[src/rtl/uart_rx_cfg.sv]
`timescale 1ns/1ps
// -----------------------------------------------------------------------------
// uart_rx_cfg
//
// Parametrised UART receiver: DATA_BITS (5..9) data bits, optional odd/even
// parity, 1 or 2 stop bits. The line is double-flopped, each bit is decided
// by a 3-sample majority vote around mid-bit, and a start bit that votes high
// is dropped as a glitch. Each completed frame produces a one-clock po_flag
// together with the received word and its error flags.
//
// Ports
//   clk            in   system clock
//   rst            in   synchronous, active-high reset
//   rx             in   asynchronous serial line, idle high
//   po_data        out  received word, LSB = first data bit on the line
//   po_flag        out  one-clock pulse, po_data and error flags valid
//   po_parity_err  out  parity mismatch (always 0 when PARITY = 0)
//   po_frame_err   out  at least one stop bit voted low
//   po_break       out  start, data, parity and every stop bit voted low
//   busy           out  high whenever the receiver is not idle
// -----------------------------------------------------------------------------
module uart_rx_cfg #(
    parameter int CLK_FREQ  = 50000000,
    parameter int BAUD      = 9600,
    parameter int DATA_BITS = 8,
    parameter int PARITY    = 0,
    parameter int STOP_BITS = 1
) (
    input  logic                 clk,
    input  logic                 rst,
    input  logic                 rx,
    output logic [DATA_BITS-1:0] po_data,
    output logic                 po_flag,
    output logic                 po_parity_err,
    output logic                 po_frame_err,
    output logic                 po_break,
    output logic                 busy
);

    localparam int CNT_BAUD_MAX = CLK_FREQ / BAUD - 1;
    localparam int CNT_HALF     = CNT_BAUD_MAX / 2;
    localparam int CW           = (CNT_BAUD_MAX > 1) ? $clog2(CNT_BAUD_MAX + 1) : 1;
    localparam int BW           = (DATA_BITS > 1) ? $clog2(DATA_BITS) : 1;

    localparam logic [CW-1:0] CNT_MAX_C  = CW'(CNT_BAUD_MAX);
    localparam logic [CW-1:0] CNT_SMP0_C = CW'(CNT_HALF - 1);
    localparam logic [CW-1:0] CNT_SMP1_C = CW'(CNT_HALF);
    localparam logic [CW-1:0] CNT_DEC_C  = CW'(CNT_HALF + 1);
    localparam logic [BW-1:0] BIT_LAST_C = BW'(DATA_BITS - 1);
    localparam logic          HAS_PAR_C  = (PARITY != 0);
    localparam logic          ODD_PAR_C  = (PARITY == 1);
    localparam logic          TWO_STOP_C = (STOP_BITS == 2);

    typedef enum logic [2:0] {
        S_IDLE   = 3'd0,
        S_START  = 3'd1,
        S_DATA   = 3'd2,
        S_PARITY = 3'd3,
        S_STOP1  = 3'd4,
        S_STOP2  = 3'd5
    } state_t;

    // Majority of three samples.
    function automatic logic maj3(input logic a, input logic b, input logic c);
        return (a & b) | (a & c) | (b & c);
    endfunction

    // Expected parity bit for a data word: XOR for even, inverted XOR for odd.
    function automatic logic exp_parity(input logic [DATA_BITS-1:0] d, input logic odd);
        return (^d) ^ odd;
    endfunction

    // Input path
    logic sync1_q;
    logic rx_s_q;
    logic rx_d_q;

    // FSM and datapath state
    state_t                 state_q,     state_d;
    logic [CW-1:0]          cnt_q,       cnt_d;
    logic [BW-1:0]          bit_cnt_q,   bit_cnt_d;
    logic [DATA_BITS-1:0]   shift_q,     shift_d;
    logic                   smp0_q,      smp0_d;
    logic                   smp1_q,      smp1_d;
    logic                   par_err_q,   par_err_d;
    logic                   frame_err_q, frame_err_d;
    logic                   brk_q,       brk_d;

    // Output registers
    logic [DATA_BITS-1:0]   po_data_q;
    logic                   po_flag_q;
    logic                   po_parity_err_q;
    logic                   po_frame_err_q;
    logic                   po_break_q;
    logic                   busy_q;

    logic start_edge_s;
    logic wrap_s;
    logic decide_s;
    logic vote_s;
    logic last_bit_s;
    logic done_s;

    // A start edge is a high-to-low step between the delayed and synchronised line.
    assign start_edge_s = rx_d_q & ~rx_s_q;
    assign wrap_s       = (cnt_q == CNT_MAX_C);
    assign decide_s     = (cnt_q == CNT_DEC_C);
    // The third sample is the live synchronised line at the decision count.
    assign vote_s       = maj3(smp0_q, smp1_q, rx_s_q);
    assign last_bit_s   = (bit_cnt_q == BIT_LAST_C);

    // Two-flop synchroniser plus one delay flop for edge detection; resets high.
    always_ff @(posedge clk) begin
        if (rst) begin
            sync1_q <= 1'b1;
            rx_s_q  <= 1'b1;
            rx_d_q  <= 1'b1;
        end else begin
            sync1_q <= rx;
            rx_s_q  <= sync1_q;
            rx_d_q  <= rx_s_q;
        end
    end

    // State register and datapath registers.
    always_ff @(posedge clk) begin
        if (rst) begin
            state_q     <= S_IDLE;
            cnt_q       <= {CW{1'b0}};
            bit_cnt_q   <= {BW{1'b0}};
            shift_q     <= {DATA_BITS{1'b0}};
            smp0_q      <= 1'b1;
            smp1_q      <= 1'b1;
            par_err_q   <= 1'b0;
            frame_err_q <= 1'b0;
            brk_q       <= 1'b0;
        end else begin
            state_q     <= state_d;
            cnt_q       <= cnt_d;
            bit_cnt_q   <= bit_cnt_d;
            shift_q     <= shift_d;
            smp0_q      <= smp0_d;
            smp1_q      <= smp1_d;
            par_err_q   <= par_err_d;
            frame_err_q <= frame_err_d;
            brk_q       <= brk_d;
        end
    end

    // Next-state logic.
    always_comb begin
        state_d = state_q;
        case (state_q)
            S_IDLE: begin
                if (start_edge_s) begin
                    state_d = S_START;
                end else begin
                    state_d = S_IDLE;
                end
            end
            S_START: begin
                // A start bit that votes high was a glitch; drop it mid-bit.
                if (decide_s && vote_s) begin
                    state_d = S_IDLE;
                end else if (wrap_s) begin
                    state_d = S_DATA;
                end else begin
                    state_d = S_START;
                end
            end
            S_DATA: begin
                if (wrap_s && last_bit_s) begin
                    state_d = HAS_PAR_C ? S_PARITY : S_STOP1;
                end else begin
                    state_d = S_DATA;
                end
            end
            S_PARITY: begin
                if (wrap_s) begin
                    state_d = S_STOP1;
                end else begin
                    state_d = S_PARITY;
                end
            end
            S_STOP1: begin
                // With one stop bit the frame ends at mid-stop, leaving half a
                // bit of slack for the next start edge.
                if (decide_s && !TWO_STOP_C) begin
                    state_d = S_IDLE;
                end else if (wrap_s && TWO_STOP_C) begin
                    state_d = S_STOP2;
                end else begin
                    state_d = S_STOP1;
                end
            end
            S_STOP2: begin
                if (decide_s) begin
                    state_d = S_IDLE;
                end else begin
                    state_d = S_STOP2;
                end
            end
            default: begin
                state_d = S_IDLE;
            end
        endcase
    end

    // Datapath next values: baud counter, samples, shift register, error tracking.
    always_comb begin
        cnt_d       = cnt_q;
        bit_cnt_d   = bit_cnt_q;
        shift_d     = shift_q;
        smp0_d      = smp0_q;
        smp1_d      = smp1_q;
        par_err_d   = par_err_q;
        frame_err_d = frame_err_q;
        brk_d       = brk_q;
        done_s      = 1'b0;

        // Counter is held at zero while idle and also when about to go idle, so a
        // start edge seen on the first idle cycle begins a bit at count zero.
        if ((state_q == S_IDLE) || (state_d == S_IDLE)) begin
            cnt_d = {CW{1'b0}};
        end else if (wrap_s) begin
            cnt_d = {CW{1'b0}};
        end else begin
            cnt_d = cnt_q + 1'b1;
        end

        if (cnt_q == CNT_SMP0_C) begin
            smp0_d = rx_s_q;
        end else begin
            smp0_d = smp0_q;
        end

        if (cnt_q == CNT_SMP1_C) begin
            smp1_d = rx_s_q;
        end else begin
            smp1_d = smp1_q;
        end

        case (state_q)
            S_IDLE: begin
                if (start_edge_s) begin
                    bit_cnt_d   = {BW{1'b0}};
                    shift_d     = {DATA_BITS{1'b0}};
                    par_err_d   = 1'b0;
                    frame_err_d = 1'b0;
                    brk_d       = 1'b1;
                end else begin
                    bit_cnt_d   = bit_cnt_q;
                end
            end
            S_START: begin
                if (decide_s) begin
                    brk_d = brk_q & ~vote_s;
                end else begin
                    brk_d = brk_q;
                end
            end
            S_DATA: begin
                // LSB arrives first, so shift in from the top.
                if (decide_s) begin
                    shift_d = {vote_s, shift_q[DATA_BITS-1:1]};
                    brk_d   = brk_q & ~vote_s;
                end else begin
                    shift_d = shift_q;
                end
                if (wrap_s) begin
                    bit_cnt_d = last_bit_s ? {BW{1'b0}} : (bit_cnt_q + 1'b1);
                end else begin
                    bit_cnt_d = bit_cnt_q;
                end
            end
            S_PARITY: begin
                if (decide_s) begin
                    par_err_d = vote_s ^ exp_parity(shift_q, ODD_PAR_C);
                    brk_d     = brk_q & ~vote_s;
                end else begin
                    par_err_d = par_err_q;
                end
            end
            S_STOP1, S_STOP2: begin
                if (decide_s) begin
                    frame_err_d = frame_err_q | ~vote_s;
                    brk_d       = brk_q & ~vote_s;
                    done_s      = (state_q == S_STOP2) || !TWO_STOP_C;
                end else begin
                    frame_err_d = frame_err_q;
                end
            end
            default: begin
                done_s = 1'b0;
            end
        endcase
    end

    // Output registers: word and flags load together with the one-clock pulse.
    always_ff @(posedge clk) begin
        if (rst) begin
            po_data_q       <= {DATA_BITS{1'b0}};
            po_flag_q       <= 1'b0;
            po_parity_err_q <= 1'b0;
            po_frame_err_q  <= 1'b0;
            po_break_q      <= 1'b0;
            busy_q          <= 1'b0;
        end else begin
            po_flag_q <= done_s;
            busy_q    <= (state_d != S_IDLE);
            if (done_s) begin
                po_data_q       <= shift_q;
                po_parity_err_q <= par_err_q;
                // Final stop decision is folded in from the next-value path.
                po_frame_err_q  <= frame_err_d;
                po_break_q      <= brk_d;
            end else begin
                po_data_q       <= po_data_q;
                po_parity_err_q <= po_parity_err_q;
                po_frame_err_q  <= po_frame_err_q;
                po_break_q      <= po_break_q;
            end
        end
    end

    assign po_data       = po_data_q;
    assign po_flag       = po_flag_q;
    assign po_parity_err = po_parity_err_q;
    assign po_frame_err  = po_frame_err_q;
    assign po_break      = po_break_q;
    assign busy          = busy_q;

endmodule

[config.mk]
export PLATFORM = sky130hd
export DESIGN_NAME = uart_rx_cfg
export DESIGN_NICKNAME = d
export VERILOG_FILES = /design/src/rtl/uart_rx_cfg.sv
export SDC_FILE = /design/constraint.sdc
export NUM_CORES = 1
export LEC_CHECK = 0
export BUFFER_PORTS_ARGS = -buffer_cell sky130_fd_sc_hd__buf_2
export CORE_ASPECT_RATIO = 1.75
export CORE_MARGIN = 1
export CORE_UTILIZATION = 54
export DETAILED_ROUTE_END_ITERATION = 8
export PLACE_DENSITY = 0.8
export SLEW_MARGIN = 25
export SYNTH_ARGS = -nofsm -noshare
export SYNTH_HDL_FRONTEND = slang
export SYNTH_SLANG_ARGS = --single-unit
[constraint.sdc]
create_clock -name clk -period 1.9 [get_ports clk]
set_input_delay 0.19 -clock clk [delete_from_list [all_inputs] [get_ports clk]]
set_output_delay 0.19 -clock clk [all_outputs]
set_load 0.05 [all_outputs]
## Word level (Yosys, flattened, before mapping)

Cells that the tools add are included.
W data, S select, Z words.

| storage, ports and cells | value |
|---|---|
| output and inout bits | 13 |
| bits in registers | 48 |
| logic and storage cells | 86 |

| operators by class | value |
|---|---|
| multiplexer cells | 26 |
| bitwise operators | 11 |
| reduce and logical (&&, ||, !) cells | 15 |
| add/subtract/negate cells | 2 |
| equality and inequality tests | 14 |

Operators with widths:

| cell | number |
|---|---|
| $eq A13 B12 Y1 const B | 3 |
| $mux W3 | 7 |
| $pmux W3 S6 | 1 |
| $mux W8 | 2 |
| $pmux W8 S2 | 1 |
| $add A13 B1 Y13 const B | 1 |
| $eq A13 B13 Y1 const B | 1 |
| $eq A3 B3 Y1 const B | 3 |
| $mux W1 | 9 |
| $reduce_and A3 Y1 | 3 |
| $ne A2 B2 Y1 const B | 4 |
| $reduce_xor A8 Y1 | 1 |
| $eq A3 B2 Y1 const B | 2 |
| $logic_not A3 Y1 | 2 |
| $pmux W1 S2 | 3 |
| $pmux W3 S2 | 1 |
| $and A1 B1 Y1 | 5 |
| $reduce_or A5 Y1 | 1 |
| $mux W2 | 2 |
| $reduce_bool A2 Y1 | 2 |
| $add A3 B1 Y3 const B | 1 |
| $eq A3 B1 Y1 const B | 1 |
| $or A1 B1 Y1 | 3 |
| $reduce_bool A3 Y1 | 1 |
| other kinds (6) | 8 |

## Depth between registers and ports, before layout

| depth | value |
|---|---|
| depth in word-level cells | 9 |
| depth in mapped cells | 8 |

## Worst setup path before layout

OpenSTA, ideal clock, no wires.

| timing | value |
|---|---|
| kind | flip-flop to flip-flop |
| start point | reg cnt_q[8] |
| end point | reg cnt_q[10] |
| cell stages (with the launch flop) | 7 |
| buffers on the path | 1 |
| data required time | 1.834 ns |
| path slack | -0.003 ns |
| period minus slack after synthesis | 1.903 ns |
| arrival time | 1.836 ns |
| cells stage by stage | dfxtp_1 -> or4b_4 -> nor4_4 -> a21oi_2 -> o21ba_4 -> buf_12 -> a21oi_2 |

| between the ends | value |
|---|---|
| longest elaborated chain between the ends | 7 |
| elaborated cells on any way between the ends | 15 |
| those cells by class | add/sub (1); eq/ne (2); mux (7); reduce/logical (5) |

Ends and longest elaborated chain:

| what | RTL line | RTL |
|---|---|---|
| start: declaration | 80 | `logic [CW-1:0] cnt_q, cnt_d;` |
| start signal: assignment | 129 | `cnt_q <= {CW{1'b0}};` |
| start signal: assignment | 139 | `cnt_q <= cnt_d;` |
| $eq A13 B13 Y1 / $eq A13 B12 Y1 (equally long branches) | 106, 107 |  |
| $mux W2 (tied with other cells) | 165 | `end else if (wrap_s) begin` |
| $mux W2 / $mux W3 (equally long branches) | 163, 172 |  |
| $pmux W3 S6 | 153 | `case (state_q)` |
| $logic_not A3 Y1 | 223 | `if ((state_q == S_IDLE) \|\| (state_d == S_IDLE)) begin` |
| $logic_or A1 B1 Y1 | 223 |  |
| $reduce_or A3 Y1 (no line) | n/a |  |

Several ways; a longest one is shown, not always the timed one.
A chain may end at the register's enable or synchronous reset.

## Worst setup path after layout

| timing | value |
|---|---|
| start point | reg cnt_q[2] |
| end point | reg cnt_q[11] |

The elaborated chain is that of the path after synthesis.

==> flow_summary.ini <==
[sta]
post-route-min-period_ns = 1.84
tightest_slew_ns = 0.557
worst_slack_ns = 0.0628
final_max_slew_viol_count = 0
rsz0062_at_grt = false
period_share = 0.967
hold_viol = 0
fin_skew_ns = 0.00641
fmax_ghz = 0.544
slew_headroom = 0.623
setup_viol = 0

[placed_design]
place_hpwl_mm = 3.66
port_buffers = 15
dp.cells = 335
place_ws_ns = -0.0943
place_congestion = 0.837
place_area_sq_mm = 0.00263

[clock_network]
insertion_delay_ns = 0.31
cts_hold_buf = 0
numCtsBuffers = 5
path_clk_slew_ns = 0.09
cts_buffer_depth = 2
cts_max_level = 2
cts_root_buf = clkbuf_8
cts_tree = done
clock_sinks = 48

[worst_setup_path]
critPathMaxFanout = 11
crit_chain = nand3_1, nor4b_1, xor2_1, nand2_1, a21oi_2
rrSetupSlack_ns = 0.06
path_class = flop to flop
worst_setup_path_start_kind = flop
cp-end-kind = flop
max_stage_delay_ns = 0.59
cp_slowest_cell = dfxtp_1
cp.arrival_ns = 2.09
crit_required_ns = 2.15
reg2regPathDepth = 5

[synth]
synth_nets = 266
ys_warn_count = 0
syn_avg_cell_area_sq_um = 9.14
yosysSeqAreaShare = 0.411
netlist_area_sq_mm = 0.00234
synthCells = 256
synth_flop_cell = dfxtp_1
ys_types = 49
synth-edff-count = 0
ys_seq_elements = 48
synth_async_sr_flop_share = 0

[drt]
drt_iter0_markers = 45
postRouteAntennaNets = 0
routed_wl_mm = 5.04
via_per_inst = 5.75
wl_per_cell_um = 14.6
dr.pass1.iters = 4
dr_total_vias = 1977
post-route-drc-count = 0

[power_and_ir_drop]
p_clk_frac = 0.399
intPower_mw = 1.43
peakVddDrop_mv = 0.563
seq_power_share = 0.559
swShare = 0.210
switchingPower_uw = 381
leakage_nw = 1.12
p_per_area_mw_per_mm2 = 650
combPwrFrac = 0.042

[global_routing]
grt_use_total = 0.250
grt_max_degree = 32
grt_pass1_vias = 1939
antenna_found_initial = 0
grt_overflow = 0
grt_first_pass_wirelength_mm = 8.44

[layout]
multiInputGateArea_sq_mm = 0.00135
fill_cells = 357
fin_area_sq_mm = 0.00279
stdcell_count = 344
layout-drive-gt1-share = 0.281
area_delta_synth_final_pct = 19.2
diodes = 0
regArea_sq_um = 962
finalNetCount = 304

[flow_run]
maxCapViolations = 0

[worst_hold_path]
holdPathStages = 2
holdCritPathClass = primary input to flop

[die]
dieHeight_um = 89.1
design.portCount = 16
rows = 31
die_w_um = 51.8
core-area_sq_mm = 0.00415
initial_utilization = 0.564
fp.dieArea_sq_mm = 0.00461

[run_status]
status = completed
-- worst paths after layout --
path / endpoint / startpoint
max: cnt_q[11] / cnt_q[2]
min reg2reg: rx_s_q / sync1_q
max reg2reg: cnt_q[11] / cnt_q[2]
min: sync1_q / rx
-- metal layers --
metal  share of wire  global-route usage
met5               0                   0
met1            0.37               0.224
met2            0.56               0.490
met3           0.029              0.0493
met4           0.042               0.150
-- power groups by stage --
stage               clock (mW)  combinational (mW)  sequential, mW
floorplan                    0              0.0408            1.04
global placement             0              0.0749            1.04
detailed placement           0              0.0747            1.04
CTS                      0.737              0.0755            1.01
global route             0.784              0.0810            1.01
finish                   0.723              0.0753            1.01
-- cells by family (layout without fill, tap and decap cells) --
logic type / Yosys count / after routing / synth area share
AO/OA/AOI/OAI: 42 / 43 / 0.125
XOR/XNOR: 18 / 18 / 0.0733
adder cells (fa/ha/maj): 7 / 7 / 0.0374
buffers and inverters: 16 / 54 / 0.0358
flip-flops: 48 / 48 / 0.411
multiplexers: 12 / 12 / 0.0519
AND/OR/NAND/NOR: 113 / 113 / 0.266
-- registers in the layout (all words and copies together) (netlist names), 3 cells and up --
name	cells
cnt_q	13
po_data	8
bit_cnt_q	3
shift_q	8
state_q	3
-- stage by stage --
step	TNS (ns)	util	total power [mW]	hold WS, ns
global placement	-0.0655	0.633	1.11	0.374
detailed placement	-0.126	0.633	1.11	0.376
finish	0	0.672	1.81	0.0652
global route	0	0.672	1.88	0.0701
CTS	0	0.667	1.83	0.0596
floorplan	0	-	1.08	0.294
-- critical path, delay by kind of cell (launching register included) --
kind | cells | cell delay (ns)
xor gates and xnor gates | 1 | 0.19
AOI/OAI and AO/OA | 1 | 0.10
DFF | 1 | 0.59
and+or+nand+nor | 3 | 0.90
-- placed cells by master (no fill, tap or decap), types with 2 or more instances in the layout --
master and n:
a21oi_1 18, a21oi_2 11, and4_1 2, buf_2 15
buf_4 27, clkbuf_8 5, dfxtp_1 47, ha_1 7
inv_1 3, mux2i_1 11, nand2_1 25, nand2b_1 6
nand3_1 24, nand4_1 5, nand4b_1 2, nor2_1 17
nor3_1 5, nor3_2 2, nor3b_2 2, nor4b_2 2
o21ai_0 3, o21ba_4 2, or2_2 5, or3_1 2
xnor2_1 12, xor2_1 5
-- repair_timing --
item | CTS | global route
resized for setup | 5 | 4
gates cloned | 1 | 0
endpoints found under the setup margin | 9 | 7
pin swaps | 5 | 3
buffers inserted | 1 | 0
-- cells in the mapped netlist, types with 3 or more instances --
library cell / number / area [sq um]
o21ai_0: 3 / 15.0
ha_1: 7 / 87.6
nand2b_1: 6 / 37.5
clkbuf_1: 8 / 30.0
nand3_1: 24 / 120
inv_1: 3 / 11.3
nor4b_1: 3 / 26.3
a21oi_2: 11 / 96.3
a21oi_1: 18 / 90.1
nor2_1: 17 / 63.8
dfxtp_1: 48 / 961
or2_2: 5 / 31.3
nor3b_1: 3 / 22.5
mux2i_1: 11 / 110
buf_2: 3 / 15.0
xor2_1: 5 / 43.8
nand4_1: 5 / 31.3
nor3_1: 6 / 30.0
nand2_1: 25 / 93.8
xnor2_1: 12 / 105
-- area by class of cell --
cell class                      count  area share
Tap cell                           49      0.0220
Sequential cell                    48       0.345
Clock inverter                      2      0.0126
Multi-Input combinational cell    193       0.484
Timing Repair Buffer               43       0.107
Clock buffer                        6      0.0260
Inverter                            3     0.00404
(Power assumes the default switching activity.)
